File: src/rtl/wb_master_arbiter_if.sv
// ---------------------------------------------------------------------------
// wb_master_arbiter_if
//   Wishbone point-to-point bundle used on each side of the master arbiter.
//   The same bundle describes a master port (M0/M1) and the shared slave bus.
//
//   Signals
//     adr       address
//     cyc       cycle request
//     byte_stb  byte enables
//     we        write enable
//     rd        read enable
//     stb       strobe
//     wr_dat    write data
//     rd_dat    read data (slave -> master)
//     ack       acknowledge (slave -> master)
//
//   Modports
//     master  : drives the request side, receives rd_dat/ack
//     slave   : receives the request side, drives rd_dat/ack
// ---------------------------------------------------------------------------
interface wb_master_arbiter_if #(
  parameter int ADDRWIDTH = 17,
  parameter int DATAWIDTH = 32
);
  logic [ADDRWIDTH-1:0] adr;
  logic                 cyc;
  logic [3:0]           byte_stb;
  logic                 we;
  logic                 rd;
  logic                 stb;
  logic [DATAWIDTH-1:0] wr_dat;
  logic [DATAWIDTH-1:0] rd_dat;
  logic                 ack;

  modport master (
    output adr, cyc, byte_stb, we, rd, stb, wr_dat,
    input  rd_dat, ack
  );

  modport slave (
    input  adr, cyc, byte_stb, we, rd, stb, wr_dat,
    output rd_dat, ack
  );
endinterface

File: src/rtl/wb_master_arbiter.sv
// ---------------------------------------------------------------------------
// wb_master_arbiter
//   Shares one Wishbone slave bus between M0 (AHB-to-FPGA bridge) and M1
//   (fabric sequencer/DMA). Round-robin arbitration in IDLE; a grant is held
//   for the whole CYC transaction. An optional bus-timeout watchdog ends
//   cycles that no slave acknowledges.
//
//   Optional feature macro: WB_ARB_TIMEOUT_EN
//     defined   : watchdog counter, TOUT state and timeout pulse are built
//     undefined : no watchdog; an unacknowledged cycle holds the grant
//
//   Ports
//     clk      bus clock (WBs_CLK_i)
//     rst_n    asynchronous active-low reset (WBs_RST_i)
//     m0       master 0 port        (slave modport: arbiter answers M0)
//     m1       master 1 port        (slave modport: arbiter answers M1)
//     wbs      shared slave bus     (master modport: arbiter drives WBs_*)
//     grant    one-hot current grant {M1,M0}
//     timeout  one-cycle pulse when the watchdog fires
// ---------------------------------------------------------------------------
module wb_master_arbiter #(
  parameter int                   ADDRWIDTH          = 17,
  parameter int                   DATAWIDTH          = 32,
  parameter int                   TIMEOUT_CYCLES     = 255,
  parameter int                   TIMEOUT_CNTR_WIDTH = 8,
  parameter logic [DATAWIDTH-1:0] DEFAULT_READ_VALUE = 32'hBADFABAC
) (
  input  logic                       clk,
  input  logic                       rst_n,
  wb_master_arbiter_if.slave         m0,
  wb_master_arbiter_if.slave         m1,
  wb_master_arbiter_if.master        wbs,
  output logic [1:0]                 grant,
  output logic                       timeout
);

`ifdef WB_ARB_TIMEOUT_EN
  typedef enum logic [1:0] {IDLE = 2'd0, GNT0 = 2'd1, GNT1 = 2'd2, TOUT = 2'd3} state_t;
`else
  typedef enum logic [1:0] {IDLE = 2'd0, GNT0 = 2'd1, GNT1 = 2'd2} state_t;
`endif

  state_t state_reg, state_next;
  // Last-served master: 0 = M0, 1 = M1. Reset to M1 so M0 wins the first tie.
  logic   last_reg, last_next;

  logic   sel0, sel1;      // granted master is still holding CYC
  logic   in_tout;         // watchdog termination cycle
  logic   wd_fire;         // watchdog limit reached without ACK this cycle
  logic   bus_cyc, bus_stb;

  // A granted master that has dropped CYC already sees an all-zero slave bus
  // in its final grant cycle, and a late slave ACK is not passed back.
  assign sel0 = (state_reg == GNT0) && m0.cyc;
  assign sel1 = (state_reg == GNT1) && m1.cyc;

`ifdef WB_ARB_TIMEOUT_EN
  localparam logic [TIMEOUT_CNTR_WIDTH-1:0] CNT_LIMIT =
    TIMEOUT_CNTR_WIDTH'(TIMEOUT_CYCLES - 1);

  logic [TIMEOUT_CNTR_WIDTH-1:0] cnt_reg, cnt_next;

  assign in_tout = (state_reg == TOUT);

  // Counts stalled strobes. Any cycle that is not a stalled strobe (ACK seen,
  // STB low, or no granted cycle on the bus) clears it. ACK on the limit
  // cycle wins because the stall term already excludes it.
  always_comb begin
    cnt_next = '0;
    wd_fire  = 1'b0;
    if (bus_cyc && bus_stb && !wbs.ack) begin
      if (cnt_reg == CNT_LIMIT) begin
        wd_fire = 1'b1;
      end else begin
        cnt_next = cnt_reg + 1'b1;
      end
    end
  end

  always_ff @(posedge clk or negedge rst_n) begin
    if (!rst_n) begin
      cnt_reg <= '0;
    end else begin
      cnt_reg <= cnt_next;
    end
  end
`else
  assign in_tout = 1'b0;
  assign wd_fire = 1'b0;
`endif

  // State and round-robin pointer.
  always_ff @(posedge clk or negedge rst_n) begin
    if (!rst_n) begin
      state_reg <= IDLE;
      last_reg  <= 1'b1;
    end else begin
      state_reg <= state_next;
      last_reg  <= last_next;
    end
  end

  // Next-state logic. The pointer is written whenever a grant state is
  // entered, so it always names the master that currently owns the bus.
  always_comb begin
    state_next = state_reg;
    last_next  = last_reg;
    case (state_reg)
      IDLE: begin
        if (m0.cyc && (!m1.cyc || last_reg)) begin
          state_next = GNT0;
          last_next  = 1'b0;
        end else if (m1.cyc) begin
          state_next = GNT1;
          last_next  = 1'b1;
        end
      end
      GNT0: begin
        if (!m0.cyc) begin
          state_next = IDLE;
        end else if (wd_fire) begin
`ifdef WB_ARB_TIMEOUT_EN
          state_next = TOUT;
`endif
        end
      end
      GNT1: begin
        if (!m1.cyc) begin
          state_next = IDLE;
        end else if (wd_fire) begin
`ifdef WB_ARB_TIMEOUT_EN
          state_next = TOUT;
`endif
        end
      end
`ifdef WB_ARB_TIMEOUT_EN
      TOUT: begin
        // Return to the same master if it is still asking for the bus.
        if (last_reg ? m1.cyc : m0.cyc) begin
          state_next = last_reg ? GNT1 : GNT0;
        end else begin
          state_next = IDLE;
        end
      end
`endif
      default: state_next = IDLE;
    endcase
  end

  // Slave-side mux: zero whenever nobody is actively granted (IDLE, TOUT,
  // or the owner has just dropped CYC).
  always_comb begin
    bus_cyc      = 1'b0;
    bus_stb      = 1'b0;
    wbs.adr      = '0;
    wbs.byte_stb = '0;
    wbs.we       = 1'b0;
    wbs.rd       = 1'b0;
    wbs.wr_dat   = '0;
    if (sel0) begin
      bus_cyc      = 1'b1;
      bus_stb      = m0.stb;
      wbs.adr      = m0.adr;
      wbs.byte_stb = m0.byte_stb;
      wbs.we       = m0.we;
      wbs.rd       = m0.rd;
      wbs.wr_dat   = m0.wr_dat;
    end else if (sel1) begin
      bus_cyc      = 1'b1;
      bus_stb      = m1.stb;
      wbs.adr      = m1.adr;
      wbs.byte_stb = m1.byte_stb;
      wbs.we       = m1.we;
      wbs.rd       = m1.rd;
      wbs.wr_dat   = m1.wr_dat;
    end
  end

  assign wbs.cyc = bus_cyc;
  assign wbs.stb = bus_stb;

  // Master return path: slave response to the owner only; during TOUT the
  // owner (named by the pointer) receives a synthetic ACK and default data.
  always_comb begin
    m0.ack    = 1'b0;
    m0.rd_dat = '0;
    m1.ack    = 1'b0;
    m1.rd_dat = '0;
    if (sel0) begin
      m0.ack    = wbs.ack;
      m0.rd_dat = wbs.rd_dat;
    end else if (sel1) begin
      m1.ack    = wbs.ack;
      m1.rd_dat = wbs.rd_dat;
    end else if (in_tout) begin
      if (last_reg) begin
        m1.ack    = 1'b1;
        m1.rd_dat = DEFAULT_READ_VALUE;
      end else begin
        m0.ack    = 1'b1;
        m0.rd_dat = DEFAULT_READ_VALUE;
      end
    end
  end

  always_comb begin
    grant = 2'b00;
    case (state_reg)
      GNT0:    grant = 2'b01;
      GNT1:    grant = 2'b10;
      IDLE:    grant = 2'b00;
      default: grant = last_reg ? 2'b10 : 2'b01;  // TOUT keeps the owner
    endcase
  end

  assign timeout = in_tout;

endmodule

File: src/flat_wrapper.sv
// flat-port wrapper written by rule: the top's interface ports become plain ports
module wb_master_arbiter_flat 
#(
  parameter int                   ADDRWIDTH          = 17,
  parameter int                   DATAWIDTH          = 32,
  parameter int                   TIMEOUT_CYCLES     = 255,
  parameter int                   TIMEOUT_CNTR_WIDTH = 8,
  parameter logic [DATAWIDTH-1:0] DEFAULT_READ_VALUE = 32'hBADFABAC
)
  (clk, rst_n, grant, timeout, m0_adr, m0_cyc, m0_byte_stb, m0_we, m0_rd, m0_stb, m0_wr_dat, m0_rd_dat, m0_ack, m1_adr, m1_cyc, m1_byte_stb, m1_we, m1_rd, m1_stb, m1_wr_dat, m1_rd_dat, m1_ack, wbs_adr, wbs_cyc, wbs_byte_stb, wbs_we, wbs_rd, wbs_stb, wbs_wr_dat, wbs_rd_dat, wbs_ack);
  wb_master_arbiter_if #(.ADDRWIDTH(ADDRWIDTH), .DATAWIDTH(DATAWIDTH)) m0_i ();
  wb_master_arbiter_if #(.ADDRWIDTH(ADDRWIDTH), .DATAWIDTH(DATAWIDTH)) m1_i ();
  wb_master_arbiter_if #(.ADDRWIDTH(ADDRWIDTH), .DATAWIDTH(DATAWIDTH)) wbs_i ();
  input  logic clk;
  input  logic rst_n;
  output logic [1:0] grant;
  output logic timeout;
  input wire logic [$bits(m0_i.adr)-1:0] m0_adr;
  input wire logic [$bits(m0_i.cyc)-1:0] m0_cyc;
  input wire logic [$bits(m0_i.byte_stb)-1:0] m0_byte_stb;
  input wire logic [$bits(m0_i.we)-1:0] m0_we;
  input wire logic [$bits(m0_i.rd)-1:0] m0_rd;
  input wire logic [$bits(m0_i.stb)-1:0] m0_stb;
  input wire logic [$bits(m0_i.wr_dat)-1:0] m0_wr_dat;
  output wire logic [$bits(m0_i.rd_dat)-1:0] m0_rd_dat;
  output wire logic [$bits(m0_i.ack)-1:0] m0_ack;
  input wire logic [$bits(m1_i.adr)-1:0] m1_adr;
  input wire logic [$bits(m1_i.cyc)-1:0] m1_cyc;
  input wire logic [$bits(m1_i.byte_stb)-1:0] m1_byte_stb;
  input wire logic [$bits(m1_i.we)-1:0] m1_we;
  input wire logic [$bits(m1_i.rd)-1:0] m1_rd;
  input wire logic [$bits(m1_i.stb)-1:0] m1_stb;
  input wire logic [$bits(m1_i.wr_dat)-1:0] m1_wr_dat;
  output wire logic [$bits(m1_i.rd_dat)-1:0] m1_rd_dat;
  output wire logic [$bits(m1_i.ack)-1:0] m1_ack;
  output wire logic [$bits(wbs_i.adr)-1:0] wbs_adr;
  output wire logic [$bits(wbs_i.cyc)-1:0] wbs_cyc;
  output wire logic [$bits(wbs_i.byte_stb)-1:0] wbs_byte_stb;
  output wire logic [$bits(wbs_i.we)-1:0] wbs_we;
  output wire logic [$bits(wbs_i.rd)-1:0] wbs_rd;
  output wire logic [$bits(wbs_i.stb)-1:0] wbs_stb;
  output wire logic [$bits(wbs_i.wr_dat)-1:0] wbs_wr_dat;
  input wire logic [$bits(wbs_i.rd_dat)-1:0] wbs_rd_dat;
  input wire logic [$bits(wbs_i.ack)-1:0] wbs_ack;
  assign m0_i.adr = m0_adr;
  assign m0_i.cyc = m0_cyc;
  assign m0_i.byte_stb = m0_byte_stb;
  assign m0_i.we = m0_we;
  assign m0_i.rd = m0_rd;
  assign m0_i.stb = m0_stb;
  assign m0_i.wr_dat = m0_wr_dat;
  assign m0_rd_dat = m0_i.rd_dat;
  assign m0_ack = m0_i.ack;
  assign m1_i.adr = m1_adr;
  assign m1_i.cyc = m1_cyc;
  assign m1_i.byte_stb = m1_byte_stb;
  assign m1_i.we = m1_we;
  assign m1_i.rd = m1_rd;
  assign m1_i.stb = m1_stb;
  assign m1_i.wr_dat = m1_wr_dat;
  assign m1_rd_dat = m1_i.rd_dat;
  assign m1_ack = m1_i.ack;
  assign wbs_adr = wbs_i.adr;
  assign wbs_cyc = wbs_i.cyc;
  assign wbs_byte_stb = wbs_i.byte_stb;
  assign wbs_we = wbs_i.we;
  assign wbs_rd = wbs_i.rd;
  assign wbs_stb = wbs_i.stb;
  assign wbs_wr_dat = wbs_i.wr_dat;
  assign wbs_i.rd_dat = wbs_rd_dat;
  assign wbs_i.ack = wbs_ack;
  wb_master_arbiter #(.ADDRWIDTH(ADDRWIDTH), .DATAWIDTH(DATAWIDTH), .TIMEOUT_CYCLES(TIMEOUT_CYCLES), .TIMEOUT_CNTR_WIDTH(TIMEOUT_CNTR_WIDTH), .DEFAULT_READ_VALUE(DEFAULT_READ_VALUE)) u_core (.clk(clk), .rst_n(rst_n), .m0(m0_i), .m1(m1_i), .wbs(wbs_i), .grant(grant), .timeout(timeout));
endmodule
File: config.mk
export PLATFORM = sky130hd
export DESIGN_NAME = wb_master_arbiter_flat
export DESIGN_NICKNAME = d
export VERILOG_FILES = /design/src/rtl/wb_master_arbiter_if.sv /design/src/rtl/wb_master_arbiter.sv /design/src/flat_wrapper.sv
export SDC_FILE = /design/constraint.sdc
export NUM_CORES = 1
export LEC_CHECK = 0
export ABC_AREA = 1
export CAP_MARGIN = 15
export CORE_AREA = 8 8 100 102
export CTS_BUF_LIST = sky130_fd_sc_hd__clkbuf_4 sky130_fd_sc_hd__clkbuf_8
export CTS_CLUSTER_SIZE = 8
export DETAILED_ROUTE_END_ITERATION = 10
export DIE_AREA = 0 0 108 110
export PLACE_DENSITY = 0.72
export SYNTH_ARGS = -nofsm -noshare
export SYNTH_HDL_FRONTEND = slang
export SYNTH_SLANG_ARGS = --single-unit
File: constraint.sdc
create_clock -name clk -period 2.5 [get_ports clk]
set_clock_uncertainty 0.15 [all_clocks]
set_input_delay 0.5 -clock clk [delete_from_list [all_inputs] [get_ports clk]]
set_output_delay 0.5 -clock clk [all_outputs]
set_load 0.005 [all_outputs]
# Word-level counts from Yosys, hierarchy flattened
# Cells that the tools add are included.
dict set report op_classes {
  n_eq_ne 5
  mux 29
  reduce_logical 9
}
# cell n
set op_table {}
lappend op_table {{$mux W32} 5}
lappend op_table {{$mux W17} 2}
lappend op_table {{$mux W1} 13}
lappend op_table {{$pmux W2 S3} 2}
lappend op_table {{$mux W2} 5}
lappend op_table {{$mux W4} 2}
lappend op_table {{$ne A2 B2 Y1 const B} 2}
lappend op_table {{$logic_and A1 B1 Y1} 3}
lappend op_table {{$ne A3 B2 Y1 const B} 1}
lappend op_table {{$reduce_and A3 Y1} 1}
lappend op_table {{$eq A2 B1 Y1 const B} 1}
lappend op_table {{$eq A2 B2 Y1 const B} 1}
lappend op_table {{$logic_not A2 Y1} 1}
lappend op_table {{$reduce_and A2 Y1} 1}
lappend op_table {{$reduce_bool A2 Y1} 1}
lappend op_table {{$logic_not A1 Y1} 1}
lappend op_table {{$logic_or A1 B1 Y1} 1}
dict set report totals {
  ff_bits 3
  inputBits 149
  output_inout_bits 126
  word_cells 45
}

# Logic depth before layout (Yosys ltp)
# Gate-level depths: netlist of run 1.
dict set report depth {
  ltp_word 5
  ltp_mapped 7
  depth_no_buf 5
}

# Worst setup path after synthesis of run 1
# Ideal clock, no wire load.
dict set report synth_path {
  path_type {input-to-output}
  start {in m0_cyc}
  end {out wbs_adr[10]}
  arrival_time_ns 1.091
  path_slack_ns 0.759
  path_stages 4
  path_cell_list {buf_4 > clkbuf_1 > nand4_1 > o21ai_1}
}
dict set report synth_via {
  elab_chain_cells 2
}
# element line
set synth_rtl {}
lappend synth_rtl {{from (decl)} flat_wrapper.sv:19} ;# input wire logic [$bits(m0_i.cyc)-1:0] m0_cyc;
lappend synth_rtl {{$logic_and A1 B1 Y1} wb_master_arbiter.sv:54} ;# assign sel0 = (state_reg == GNT0) && m0.cyc;
lappend synth_rtl {{$mux W17} wb_master_arbiter.sv:160} ;# if (sel0) begin
lappend synth_rtl {{to (decl)} flat_wrapper.sv:36} ;# output wire logic [$bits(wbs_i.adr)-1:0] wbs_adr;
# No other way between the ends.

# Worst setup path in the final report of run 1
dict set report layout_path {
  start {reg u_core.state_reg[0]}
  end {out wbs_wr_dat[2]}
}
dict set report layout_via {
  elab_chain_cells 4
}
# element line
set layout_rtl {}
lappend layout_rtl {{from (decl)} wb_master_arbiter.sv:43} ;# state_t state_reg, state_next;
lappend layout_rtl {{from (signal assigned)} wb_master_arbiter.sv:98} ;# state_reg <= state_next;
lappend layout_rtl {{$eq A2 B2 Y1} wb_master_arbiter.sv:55} ;# assign sel1 = (state_reg == GNT1) && m1.cyc;
lappend layout_rtl {{$logic_and A1 B1 Y1} wb_master_arbiter.sv:55}
lappend layout_rtl {{$mux W32} wb_master_arbiter.sv:168} ;# end else if (sel1) begin
lappend layout_rtl {{$mux W32 (*)} wb_master_arbiter.sv:160}
lappend layout_rtl {{to (decl)} flat_wrapper.sv:42} ;# output wire logic [$bits(wbs_i.wr_dat)-1:0] wbs_wr_dat;
# Mark *: on every way between the ends. The rest lies on a longest branch, timed or not.

==> metrics.md, run 1 <==
| Metric | Value |
|---|---|
| Max reg flops | 2 |
| Cts-stage hold buffer count | 0 |
| Fin crit period | ~2500 ps |
| Routed Antenna Nets | 0 |
| Post-Synth XOR/XNOR Area | 0 |
| Pwr/cell area | 521 nW/um^2 |
| Antenna violations before repair | 0 |
| Final setup margin | between 30 and 40 ps |
| Final Hold Vio Count | 0 |
| Setup violators final | 0 |
| Share of cells above drive strength 1 | 0.0669 |
| IO Pins | 275 |
| Syn_nets | approximately 480 |
| # rows | 34 |
| Yosys reg bits | 3 |
| Synth top area cells | nand4_1 (21%), inv_1 (21%), o21ai_1 (17%) |
| Mux share of post-synthesis cell area | 0 |
| GRT Util Overall | 0.168 |
| Part of the cycle the worst path needs | 0.987 |
| Final WL | approximately 12,000 um |
| Syn avg cell area | ~5 um^2 |
| Routed len/inst | around 18 um |
| Register area share after synthesis | 0.0466 |
| Via count | about 3,200 |
| CTS Sinks | 3 |
| Final max-slew violation count | 0 |
| Fmax | 0.405 GHz |
| Synth Area in Simple Gates | 0.417 |
| Max cap viols | 0 |
| # diodes | 0 |
| RSZ-0062 raised after global routing | yes |
| Clock Latency Late Sink | approximately 220 ps |
| Largest area contributor in the netlist | nand4_1 |
| Compound-cell area share of the yosys netlist | 0.177 |
| Critical path class | register to primary output |
| Initial DRT Pass Iterations | 6 |
| Hold_ws | 322 ps |
| Final nets | between 700 and 800 |
| Placer Congestion | slightly above 0.8 |
| TritonCTS buffer count | 3 |
| CTS tree | yes |
| Worst setup EP type | primary output |
| Residual DRC count | 0 |
| Chip Width | 108 um |
| Commonest non-fill, non-tap cell in the layout | clkdlybuf4s50_1 |
| CTS H-Tree Depth | 1 |
| Main combinational cell family by area after synthesis | simple AND/OR/NAND/NOR gates |
| Share of the synthesized area in the top cell type | 0.214 |
| Port bufs | around 270 |
| First-pass GRT wire length | about 16,000 um |
| CP Data Required Time | between 1500 and 2000 ps |
| Peak supply drop | 0.446 mV |
| Initial core utilization | 0.193 |
| Area Growth Syn to Fin | 194% |
| Worst EP arrival | 1820 ps |
| Most frequent cells in the layout | clkdlybuf4s50_1 (207), inv_1 (92), nor2_1 (69) |
| Clock transition at path regs | 30 ps |
| Synth Area in Adders | 0 |
| Post-Syn Area | 1640 um^2 |
| Power, Total | 0.00251 W |
| Status | complete, no violations |
| Die footprint | 11,900 um^2 |
| Lkg Pwr | between 2 and 3 nW |
| Die Height | roughly 110 um |
| Grt total ovfl | 0 |
| DR iter-0 viols | a little under 200 |
| Vias in the first global route | approximately 3,000 |
| HP Class | primary input to asynchronous set/reset pin |
| Clock root cell | clkbuf_8 |
| Post-Syn Instances | between 300 and 400 |
| DP Worst Slack | -242 ps |
| Core Region | between 8000 and 9000 um^2 |
| Yosys cell types | 18 |
| Yosys warning count | 0 |
| Startpoint types | register |
| Pin count of the biggest net entering global routing | 47 |
| Post-DP HPWL | ~9300 um |
| Fin util | 0.568 |
| CTS Buffer Depth | 2 |
| Via-per-instance ratio | 4.53 |
| Critical Path Fanout Max | 11 |
==> Yosys cell counts <==
cell	instances
inv_1	92
nand3_1	1
o21ai_1	55
nor2_1	69
nand4_1	56
o21ai_0	1
conb_1	1
buf_6	11
a21oi_1	2
inv_2	2
nand3_2	1
clkbuf_1	8
nand3_4	1
dfstp_2	1
dfrtp_1	2
buf_2	11
buf_4	3
nand2_1	11
==> area by class of cell <==
| class | count | area, um^2 |
|---|---|---|
| Timing Repair Buffer | 298 | 3190 |
| Inverter | 94 | 355 |
| Sequential cell | 3 | 77.6 |
| Multi-Input combinational cell | 199 | 1000 |
| Tap cell | 108 | 135 |
| Clock buffer | 4 | 48.8 |
| Fill cell | 784 | 3650 |
==> metal layers <==
layer  GRT usage  vias to the layer above  part of all wire
li1            -                     1577                 -
met4      0.0218                        0            0.0064
met2       0.316                      172              0.54
met5           0                        -                 0
met3      0.0378                       11             0.076
met1       0.193                     1441              0.37
==> where the power goes <==
part           switching [W]  internal (W)  total (W)
sequential         0.0000251     0.0000809   0.000106
clock              0.0000345      0.000120   0.000154
combinational        0.00104       0.00121    0.00225
total                0.00110       0.00141    0.00251
==> path summary, 6_finish.rpt <==
kind,start,depth (start not counted),to,slack (ps)
min in group clk,u_core.last_reg,2,u_core.last_reg,330
max in group asynchronous,rst_n,1,u_core.last_reg,1650
hold reg to reg,u_core.last_reg,2,u_core.last_reg,330
setup / recovery,u_core.state_reg[0],5,wbs_wr_dat[2],30
setup reg to reg,u_core.state_reg[0],6,u_core.last_reg,1190
hold / removal,rst_n,1,u_core.state_reg[1],320
==> through the flow <==
step	setup TNS (ps)	cells	cell area, um^2
5_1_grt	-134	706	4810
3_3_place_gp	-12660	688	4440
4_1_cts	0	694	4520
3_5_place_dp	-13210	688	4440
2_1_floorplan	0	328	1640
6_report	0	706	4810
==> what timing repair did <==
item	4_1_cts	5_1_grt
pin swaps	0	1
buffers inserted	0	6
setup endpoints to repair	90	56
gates resized for setup	27	45
cloned	2	6
==> cells by family after synthesis <==
group,count (synthesis)
compound gates,58
buf+inv,127
other cells,1
simple gates,139
flops,3
==> critical path, stage by stage, from the launching register on <==
cell	delay (ps)
dfrtp_2	430
inv_4	100
nand3_4	190
clkbuf_16	250
o21ai_1	110
clkdlybuf4s50_1	510
Note: power is estimated with default switching activity, not from simulation.
==> inputs of run 2 (changes only) <==
--- a/config.mk
+++ b/config.mk
@@ -9,7 +9,7 @@
 export CAP_MARGIN = 15
 export CORE_AREA = 8 8 100 102
 export CTS_BUF_LIST = sky130_fd_sc_hd__clkbuf_4 sky130_fd_sc_hd__clkbuf_8
-export CTS_CLUSTER_SIZE = 8
+export CTS_CLUSTER_SIZE = 10
 export DETAILED_ROUTE_END_ITERATION = 10
 export DIE_AREA = 0 0 108 110
 export PLACE_DENSITY = 0.72
==> results of run 2 <==
The final DEF is identical to that of run 1; final timing and power are the same.
==> inputs of run 3 (changes only) <==
--- a/config.mk
+++ b/config.mk
@@ -13,6 +13,7 @@
 export DETAILED_ROUTE_END_ITERATION = 10
 export DIE_AREA = 0 0 108 110
 export PLACE_DENSITY = 0.72
+export SKIP_LAST_GASP = 1
 export SYNTH_ARGS = -nofsm -noshare
 export SYNTH_HDL_FRONTEND = slang
 export SYNTH_SLANG_ARGS = --single-unit
==> run 3 against run 2 <==
Effect of this change: die area is the same; largest cell class unchanged; clock power is essentially flat; critical endpoint is now wbs_wr_dat[6]; sequential power is essentially flat; clock-buffer cell count is the same; critical path depth is the same.
==> metrics.md, run 3 (synthesized netlist as in run 1, its figures left out) <==
| Metric | Value |
|---|---|
| Initial DRT Pass Iterations | 5 (-1) |
| Clock Latency Late Sink | 220 ps (about the same) |
| First-pass GRT wire length | 16,100 um (unchanged) |
| Area Growth Syn to Fin | 189% |
| CTS Buffer Depth | 2 (unchanged) |
| CP Data Required Time | 1850 ps (about the same) |
| Residual DRC count | 0 (unchanged) |
| Post-DP HPWL | 9250 um (unchanged) |
| FF/Latch Area | 77.6 um^2 (unchanged) |
| Antenna violations before repair | 0 (unchanged) |
| CTS H-Tree Depth | 1 (unchanged) |
| Part of the cycle the worst path needs | 0.992 (+0.00504) |
| Met1 wire length | 4680 um (+0.45%) |
| Status | complete, no violations |
| Fin crit period | 2480 ps (+12.6 ps) |
| Share of cells above drive strength 1 | 0.0669 (unchanged) |
| Worst EP arrival | 1830 ps (about the same) |
| Fill cell count | 799 (+1.9%) |
| Final Hold Vio Count | 0 (unchanged) |
| Placer Congestion | 0.830 (unchanged) |
| Lkg Pwr | 2.43 nW (-17%) |
| Area occupied by multi-input gates | 995 um^2 (-0.75%) |
| Initial core utilization | 0.193 (unchanged) |
| Port bufs | 273 (unchanged) |
| # rows | 34 (unchanged) |
| Final nets | 748 (unchanged) |
| Grt total ovfl | 0 (unchanged) |
| Commonest non-fill, non-tap cell in the layout | clkdlybuf4s50_1 |
| Final max-slew violation count | 0 (unchanged) |
| Startpoint types | register |
| Die footprint | 11,900 um^2 (unchanged) |
| # diodes | 0 (unchanged) |
| GRT Util Overall | 0.168 (unchanged) |
| Top Layer Used | met4 |
| Routed len/inst | 17.5 um (-0.34%) |
| Worst setup EP type | primary output |
| Most frequent cells in the layout | clkdlybuf4s50_1 (236), inv_1 (92), nor2_1 (69) |
| Clock transition at path regs | 30 ps (about the same) |
| Pwr/cell area | 534 nW/um^2 (+2.4%) |
| HP Class | primary input to asynchronous set/reset pin |
| Vias in the first global route | 2,930 (unchanged) |
| Critical Path Fanout Max | 6 (-5) |
| Peak supply drop | 0.442 mV (-0.90%) |
| Power, Total | 0.00253 W (+0.73%) |
| Wire length on met3 | 999 um (+5.3%) |
| CTS tree | yes |
| Chip Width | 108 um (unchanged) |
| Setup violators final | 0 (unchanged) |
| CTS Sinks | 3 (unchanged) |
| Met2 wire length | 6640 um (-1.6%) |
| TritonCTS buffer count | 3 (unchanged) |
| Via-per-instance ratio | 4.54 (about the same) |
| Pin count of the biggest net entering global routing | 47 (unchanged) |
| Max reg flops | 2 (unchanged) |
| IO Pins | 275 (unchanged) |
| Routed Antenna Nets | 0 (unchanged) |
| DR iter-0 viols | 202 (+4.1%) |
| Die Height | 110 um (unchanged) |
| Critical path class | register to primary output |
| Core Region | 8470 um^2 (unchanged) |
| Fmax | 0.403 GHz (-0.51%) |
| Final WL | 12,400 um (-0.34%) |
| Post-Route Setup TNS | 0 ps (unchanged) |
| RSZ-0062 raised after global routing | yes |
| Via count | 3,202 (+0.031%) |
| Max cap viols | 0 (unchanged) |
| Clock root cell | clkbuf_8 |
==> run 3: metal layers <==
metal	up-vias	track usage
met4	0	0.0218
met1	1447	0.193
li1	1575	-
met5	-	0
met2	169	0.316
met3	11	0.0378
==> run 3: where the power goes <==
part / switching (W) / total (W) / internal (W)
Clock: 0.0000342 / 0.000154 / 0.000120
Combinational: 0.00103 / 0.00227 / 0.00123
Sequential: 0.0000250 / 0.000106 / 0.0000809
==> run 3: cell type report <==
class / count / area share
tap: 108 / 0.0286
clock buffer: 4 / 0.0103
timing repair buffer: 298 / 0.659
inverter: 94 / 0.0751
sequential: 3 / 0.0164
multi-input combinational: 199 / 0.210
==> run 3: critical path, stage by stage, from the launching register on <==
cell	delay, ps
dfrtp_2	430
inv_4	100
nand3_4	190
clkbuf_16	240
o21ai_1	140
clkdlybuf4s50_1	520
==> run 3: what timing repair did <==
action                                  4_1_cts  5_1_grt
endpoints found under the hold margin         0        0
gates resized for setup                      27       15
endpoints found under the setup margin       90       56
setup buffers                                 0        6
gates cloned                                  2        6
hold buffers                                  0        0
pin swaps                                     0        1
==> run 3: final timing paths <==
kind,startpoint,endpoint,slack [ps],depth (start not counted)
hold reg to reg,u_core.last_reg,u_core.last_reg,330,2
setup reg to reg,u_core.state_reg[0],u_core.last_reg,1190,6
max in group asynchronous,rst_n,u_core.last_reg,1650,1
hold / removal,rst_n,u_core.state_reg[1],320,1
min in group clk,u_core.last_reg,u_core.last_reg,330,2
setup / recovery,u_core.state_reg[0],wbs_wr_dat[6],20,5
==> run 3: through the flow <==
stage | util | instances | hold WS, ps | setup WS (ps) | cell area, um^2
floorplan | - | 328 | 54.4 | 759 | 1640
global placement | 0.524 | 688 | 316 | -231 | 4440
detailed placement | 0.524 | 688 | 327 | -242 | 4440
CTS | 0.534 | 694 | 326 | 9.25 | 4520
global route | 0.559 | 706 | 332 | -48.2 | 4730
finish | 0.559 | 706 | 323 | 20.7 | 4730
